File: src/rtl/alu_ops_pkg.sv
// Opcode map and sequencer state encoding shared by alu_op_sequencer,
// Total_ALU and their testbenches.
package alu_ops_pkg;

    localparam logic [5:0] OP_AND  = 6'd36;
    localparam logic [5:0] OP_OR   = 6'd37;
    localparam logic [5:0] OP_ADD  = 6'd32;
    localparam logic [5:0] OP_SUB  = 6'd34;
    localparam logic [5:0] OP_SLT  = 6'd42;
    localparam logic [5:0] OP_SRL  = 6'd2;
    localparam logic [5:0] OP_DIVU = 6'd27;
    localparam logic [5:0] OP_MFHI = 6'd16;
    localparam logic [5:0] OP_MFLO = 6'd18;
    localparam logic [5:0] OP_NOP  = 6'd63;

    typedef enum logic [3:0] {
        ST_IDLE,
        ST_ISSUE,
        ST_CAPT,
        ST_DIV_RUN,
        ST_MFHI,
        ST_MFLO,
        ST_LO_CAP,
        ST_ERR,
        ST_RESP
    } seq_state_t;

    // Ops that finish in one ALU cycle; DIVU and the Hi/Lo moves are handled separately.
    function automatic logic is_single_op(input logic [5:0] op);
        logic single;
        single = 1'b0;
        case (op)
            OP_AND, OP_OR, OP_ADD, OP_SUB, OP_SLT, OP_SRL: single = 1'b1;
            default: single = 1'b0;
        endcase
        return single;
    endfunction

endpackage

File: src/rtl/alu_op_sequencer.sv
// Drives the shared Total_ALU one request at a time, hiding divider latency and
// the MFHI/MFLO moves behind a single valid/ready response.
module alu_op_sequencer #(
    parameter int         DIV_CYCLES = 33,
    parameter logic [5:0] NOP_CODE   = 6'd63
) (
    input  logic        clk,
    input  logic        reset,
    input  logic        req_valid,
    output logic        req_ready,
    input  logic [5:0]  req_op,
    input  logic [31:0] req_a,
    input  logic [31:0] req_b,
    output logic        rsp_valid,
    input  logic        rsp_ready,
    output logic [31:0] rsp_data,
    output logic [31:0] rsp_hi,
    output logic        rsp_err,
    output logic [5:0]  alu_signal,
    output logic [31:0] alu_a,
    output logic [31:0] alu_b,
    input  logic [31:0] alu_out
);
    import alu_ops_pkg::*;

    localparam int             CW       = $clog2(DIV_CYCLES + 1);
    localparam logic [CW-1:0]  DIV_LOAD = CW'(DIV_CYCLES - 1);

    seq_state_t    state;
    logic [CW-1:0] div_count;

    // req_ready comes up one cycle after reset releases, so a request can never
    // be accepted on the same edge that leaves reset.
    always_ff @(posedge clk) begin
        if (reset) begin
            state      <= ST_IDLE;
            div_count  <= '0;
            req_ready  <= 1'b0;
            rsp_valid  <= 1'b0;
            rsp_data   <= '0;
            rsp_hi     <= '0;
            rsp_err    <= 1'b0;
            alu_signal <= NOP_CODE;
            alu_a      <= '0;
            alu_b      <= '0;
        end else begin
            case (state)
                ST_IDLE: begin
                    if (!req_ready) begin
                        req_ready <= 1'b1;
                    end else if (req_valid) begin
                        req_ready <= 1'b0;
                        alu_a     <= req_a;
                        alu_b     <= req_b;
                        rsp_data  <= '0;
                        rsp_hi    <= '0;
                        rsp_err   <= 1'b0;
                        if (is_single_op(req_op)) begin
                            alu_signal <= req_op;
                            state      <= ST_ISSUE;
                        end else if (req_op == OP_DIVU && req_b != '0) begin
                            alu_signal <= OP_DIVU;
                            div_count  <= DIV_LOAD;
                            state      <= ST_DIV_RUN;
                        end else begin
                            state <= ST_ERR;
                        end
                    end
                end
                ST_ISSUE: begin
                    alu_signal <= NOP_CODE;
                    state      <= ST_CAPT;
                end
                ST_CAPT: begin
                    rsp_data  <= alu_out;
                    rsp_valid <= 1'b1;
                    state     <= ST_RESP;
                end
                ST_DIV_RUN: begin
                    if (div_count == '0) begin
                        alu_signal <= OP_MFHI;
                        state      <= ST_MFHI;
                    end else begin
                        div_count <= div_count - CW'(1);
                    end
                end
                ST_MFHI: begin
                    alu_signal <= OP_MFLO;
                    state      <= ST_MFLO;
                end
                // alu_out now carries Hi from the MFHI issued last cycle.
                ST_MFLO: begin
                    rsp_hi     <= alu_out;
                    alu_signal <= NOP_CODE;
                    state      <= ST_LO_CAP;
                end
                ST_LO_CAP: begin
                    rsp_data  <= alu_out;
                    rsp_valid <= 1'b1;
                    state     <= ST_RESP;
                end
                ST_ERR: begin
                    rsp_err   <= 1'b1;
                    rsp_data  <= '0;
                    rsp_hi    <= '0;
                    rsp_valid <= 1'b1;
                    state     <= ST_RESP;
                end
                ST_RESP: begin
                    if (rsp_ready) begin
                        rsp_valid <= 1'b0;
                        req_ready <= 1'b1;
                        state     <= ST_IDLE;
                    end
                end
                default: state <= ST_IDLE;
            endcase
        end
    end

endmodule

File: config.mk
export PLATFORM = sky130hd
export DESIGN_NAME = alu_op_sequencer
export DESIGN_NICKNAME = d
export VERILOG_FILES = /design/src/rtl/alu_ops_pkg.sv /design/src/rtl/alu_op_sequencer.sv
export SDC_FILE = /design/constraint.sdc
export NUM_CORES = 1
export LEC_CHECK = 0
export ABC_AREA = 1
export CORE_UTILIZATION = 42
export CTS_CLUSTER_SIZE = 10
export DETAILED_ROUTE_END_ITERATION = 10
export PLACE_DENSITY_LB_ADDON = 0.25
export SLEW_MARGIN = 20
export SYNTH_ARGS = -nofsm -noshare
export SYNTH_HDL_FRONTEND = slang
export SYNTH_SLANG_ARGS = --single-unit
File: constraint.sdc
create_clock -name clk -period 1.6 [get_ports clk]
set_input_delay 0.32 -clock clk [delete_from_list [all_inputs] [get_ports clk]]
set_output_delay 0.32 -clock clk [all_outputs]
set_load 0.05 [all_outputs]
==> impl_results.md <==
* Worst EP required at 1.89 ns
* Synth Instances at 752
* Port Buf Inserts at 242
* Slew Viols, Final at 0
* Clock Sinks at 147
* Syn_nets at 860
* Period utilization at 90.8%
* Yosys cell types at 31
* GPL Wtd Cong at 0.824
* Clock Pin Slew Worst Setup and Hold Paths at 0.06 ns
* Status: completed
* Final setup viols at 0
* Largest cells by area after synthesis: dfxtp_1, nand2_1, nor2_1
* End point of the critical path: alu_signal[0]
* H-Tree Depth at 4
* Critical path origin: req_op[1]
* Fin Hold WS at 0.399 ns
* Reg2Reg Depth at 9
* Seq pwr share at 31.2%
* Antenna Diode Count at 0
* Worst min-delay path class: in -> reg
* Pre-CTS setup slack at -0.414 ns
* Die width at 118 um
* Max FO, Critical Path at 8
* Slack of the critical path at 0.147 ns
* Yosys top cell by area: dfxtp_1
* Ports at 243
* Final Non-Filler Cells at 1202
* Final nets at 1122
* Synth-to-layout area growth at 54.8%
* Fillers at ~1100
* Sw frac at 42.0%
* Critical path arrival at around 1.7 ns
* Setup tns final at 0 ns
* Worst vdd ir at 1.07 mV
* Number of global-route vias before repair at approximately 5400
* CTS Buffer Depth at 2
* Leak at a little under 0.004 uW
* Initial antenna violation count at 0
* PD cells at 1740 mW/mm2
* Clock skew at between 0.01 and 0.015 ns
* Reg2reg setup slack at ~0.15 ns
* Least-Margin Pin Slew at 0.372 ns
* Pin count of the biggest net entering global routing at 79
* TritonRoute pass-1 iters at 4
* Max Freq at between 600 and 700 MHz
* Layout cells sized above 1 at 24.1%
* Final hold viol count at 0
* P_sw at about 6400 uW
* Ys Warns at 0
* Power Total at 15300 uW
* Startpoint Class: primary input
* Clock Tree Root: clkbuf_16
* Antenna-violating nets left at 0
* Sequential fraction of the synthesis area at roughly half
* Synth Register Bits at roughly 150
* Placed Instances at 1170
* Maxcap violations at 0
* Reg-to-Reg Start: div_count[0]
* Reg2reg end: alu_signal[1]
* Unrepaired setup endpoints after global routing: false
* Global-route wire length before repair at 26.4 mm
* Combinational group share of total power at 43.5%
* Detailed Place HPWL at around 11 mm
* Mean Syn Cell Area at 7.57 um2
* Row Count at 42
* Number of DRC markers in iteration 0 at around 330
* Max_slew headroom at 75.2%
* Vias at around 5700
* CORE AREA at around 0.013 mm2
* Via-to-Cell Ratio at between 4 and 5
* WL final at ~16 mm
* Clock Power Share at 25.3%
* CP endpoint kind: flip-flop
* Internal power at 8870 uW
* Mapped cell area at 0.00569 mm2
* Initial Util at 43.0%
* Synth top area share at 51.7%
* Crit path kind: in -> reg
* CTS Buf Count at 17
* Total GRT Usage at 23.5%
* Drt wl/cell at between 10 and 15 um
* DRC viols at 0
* Final min period at 1.45 ns
* Die Area at 0.0140 mm2
* CTS tree: built
* Grt ovf at 0
* Die Y at 118 um
* Worst-Skew Late Latency at 0.42 ns
==> synthesized netlist by cell type <==
library cell and number:
nor3b_1 1, xnor2_1 1, and2_0 1, nand2_8 1, nand2_2 3, nand3_2 1
xor2_1 1, nand3_4 1, or2_2 1, buf_2 10, nor2_4 5, nor3_4 1
and2_1 1, a21oi_1 92, nand2_1 181, inv_2 6, o21ai_0 66, buf_6 3
nand4_1 2, inv_1 30, nand3_1 31, nor2_1 127, nor3_1 2, a21oi_4 1
dfxtp_1 147, nor2_2 1, nand2_4 2, ha_1 2, buf_4 6, nor3_2 2
clkbuf_1 23
==> worst max-delay path, stage by stage <==
cell and delay, ns:
clkdlybuf4s50_1 0.53, inv_1 0.07, nor2_1 0.15, nand4_1 0.10, nand3_1 0.12, nor2_1 0.07
nand2_2 0.16, nand2_4 0.09, nand2_1 0.07, nand3_1 0.06
==> placed cells by master (no fill, tap or decap), types with 17 or more instances in the layout <==
master	n
a21oi_1	89
nand3_1	29
nor2_1	125
clkdlybuf4s50_1	102
clkbuf_16	17
o21ai_0	66
inv_1	28
buf_4	172
nand2_1	179
dfxtp_1	144
==> state kept, by name (all words and copies together), names as in the netlist <==
| signal | count |
|---|---|
| rsp_valid | 1 |
| rsp_data | 32 |
| div_count | 6 |
| rsp_hi | 32 |
| req_ready | 1 |
| alu_a | 32 |
| alu_b | 32 |
| rsp_err | 1 |
| state | 4 |
| alu_signal | 6 |
==> power by group through the flow <==
| stage | clock network (uW) | registers [uW] | logic (uW) |
|---|---|---|---|
| after detailed placement | 0 | 4830 | 6640 |
| after global placement | 0 | 4820 | 6600 |
| after global routing | 4100 | 4860 | 7120 |
| final | 3870 | 4780 | 6660 |
| after floorplan | 0 | 7030 | 2290 |
| after CTS | 3930 | 4770 | 6660 |
==> layout make-up <==
cell class | instances | area [um2] | share of cell area (%)
clock buffers | 23 | 468 | 5.31
clock inverters | 8 | 104 | 1.18
inverters | 36 | 135 | 1.53
multi-input cells | 527 | 2440 | 27.8
flip-flops and latches | 147 | 2950 | 33.5
well taps | 176 | 220 | 2.50
repair buffers | 285 | 2490 | 28.3
==> repair_timing <==
item / CTS / global route
hold buffers: 0 / 0
setup buffers: 0 / 1
gates cloned: 0 / 0
pin swaps: 0 / 4
setup endpoints to repair: 8 / 20
gates resized for setup: 1 / 21
==> kinds of logic (layout without fill, tap and decap cells) <==
logic type	Yosys count	count (layout)	synth area share [%]
AOI/OAI and AO/OA	159	159	14.2
xor gates and xnor gates	2	2	0.308
adders and majority gates	2	2	0.440
buffers and inverters	78	352	6.16
DFF	147	147	51.7
and+or+nand+nor	364	364	27.2
==> worst min-delay path by stage <==
| stage | endpoint | cells after the start | startpoint |
|---|---|---|---|
| 6_report | div_count[3] | 3 | reset |
| 3_3_place_gp | rsp_hi[19] | 2 | rsp_hi[19] |
| 3_5_place_dp | alu_signal[5] | 2 | alu_signal[5] |
| 4_1_cts | rsp_err | 3 | reset |
| 2_1_floorplan | alu_a[16] | 2 | req_a[16] |
| 5_1_grt | div_count[3] | 3 | reset |
==> metal layers <==
metal,vias to the layer above,track usage [%],routed length (um)
met2,171,39.3,7800
li1,2941,-,-
met1,2584,28.0,7090
met5,-,0,0
met3,30,7.09,1030
met4,0,9.49,448
==> metrics by stage <==
step                util (%)  cell area, um2
floorplan                  -            5690
global placement        61.6            8160
detailed placement      61.6            8160
CTS                     66.0            8740
global route            66.5            8810
finish                  66.5            8810
Note: power is estimated with default switching activity, not from simulation.
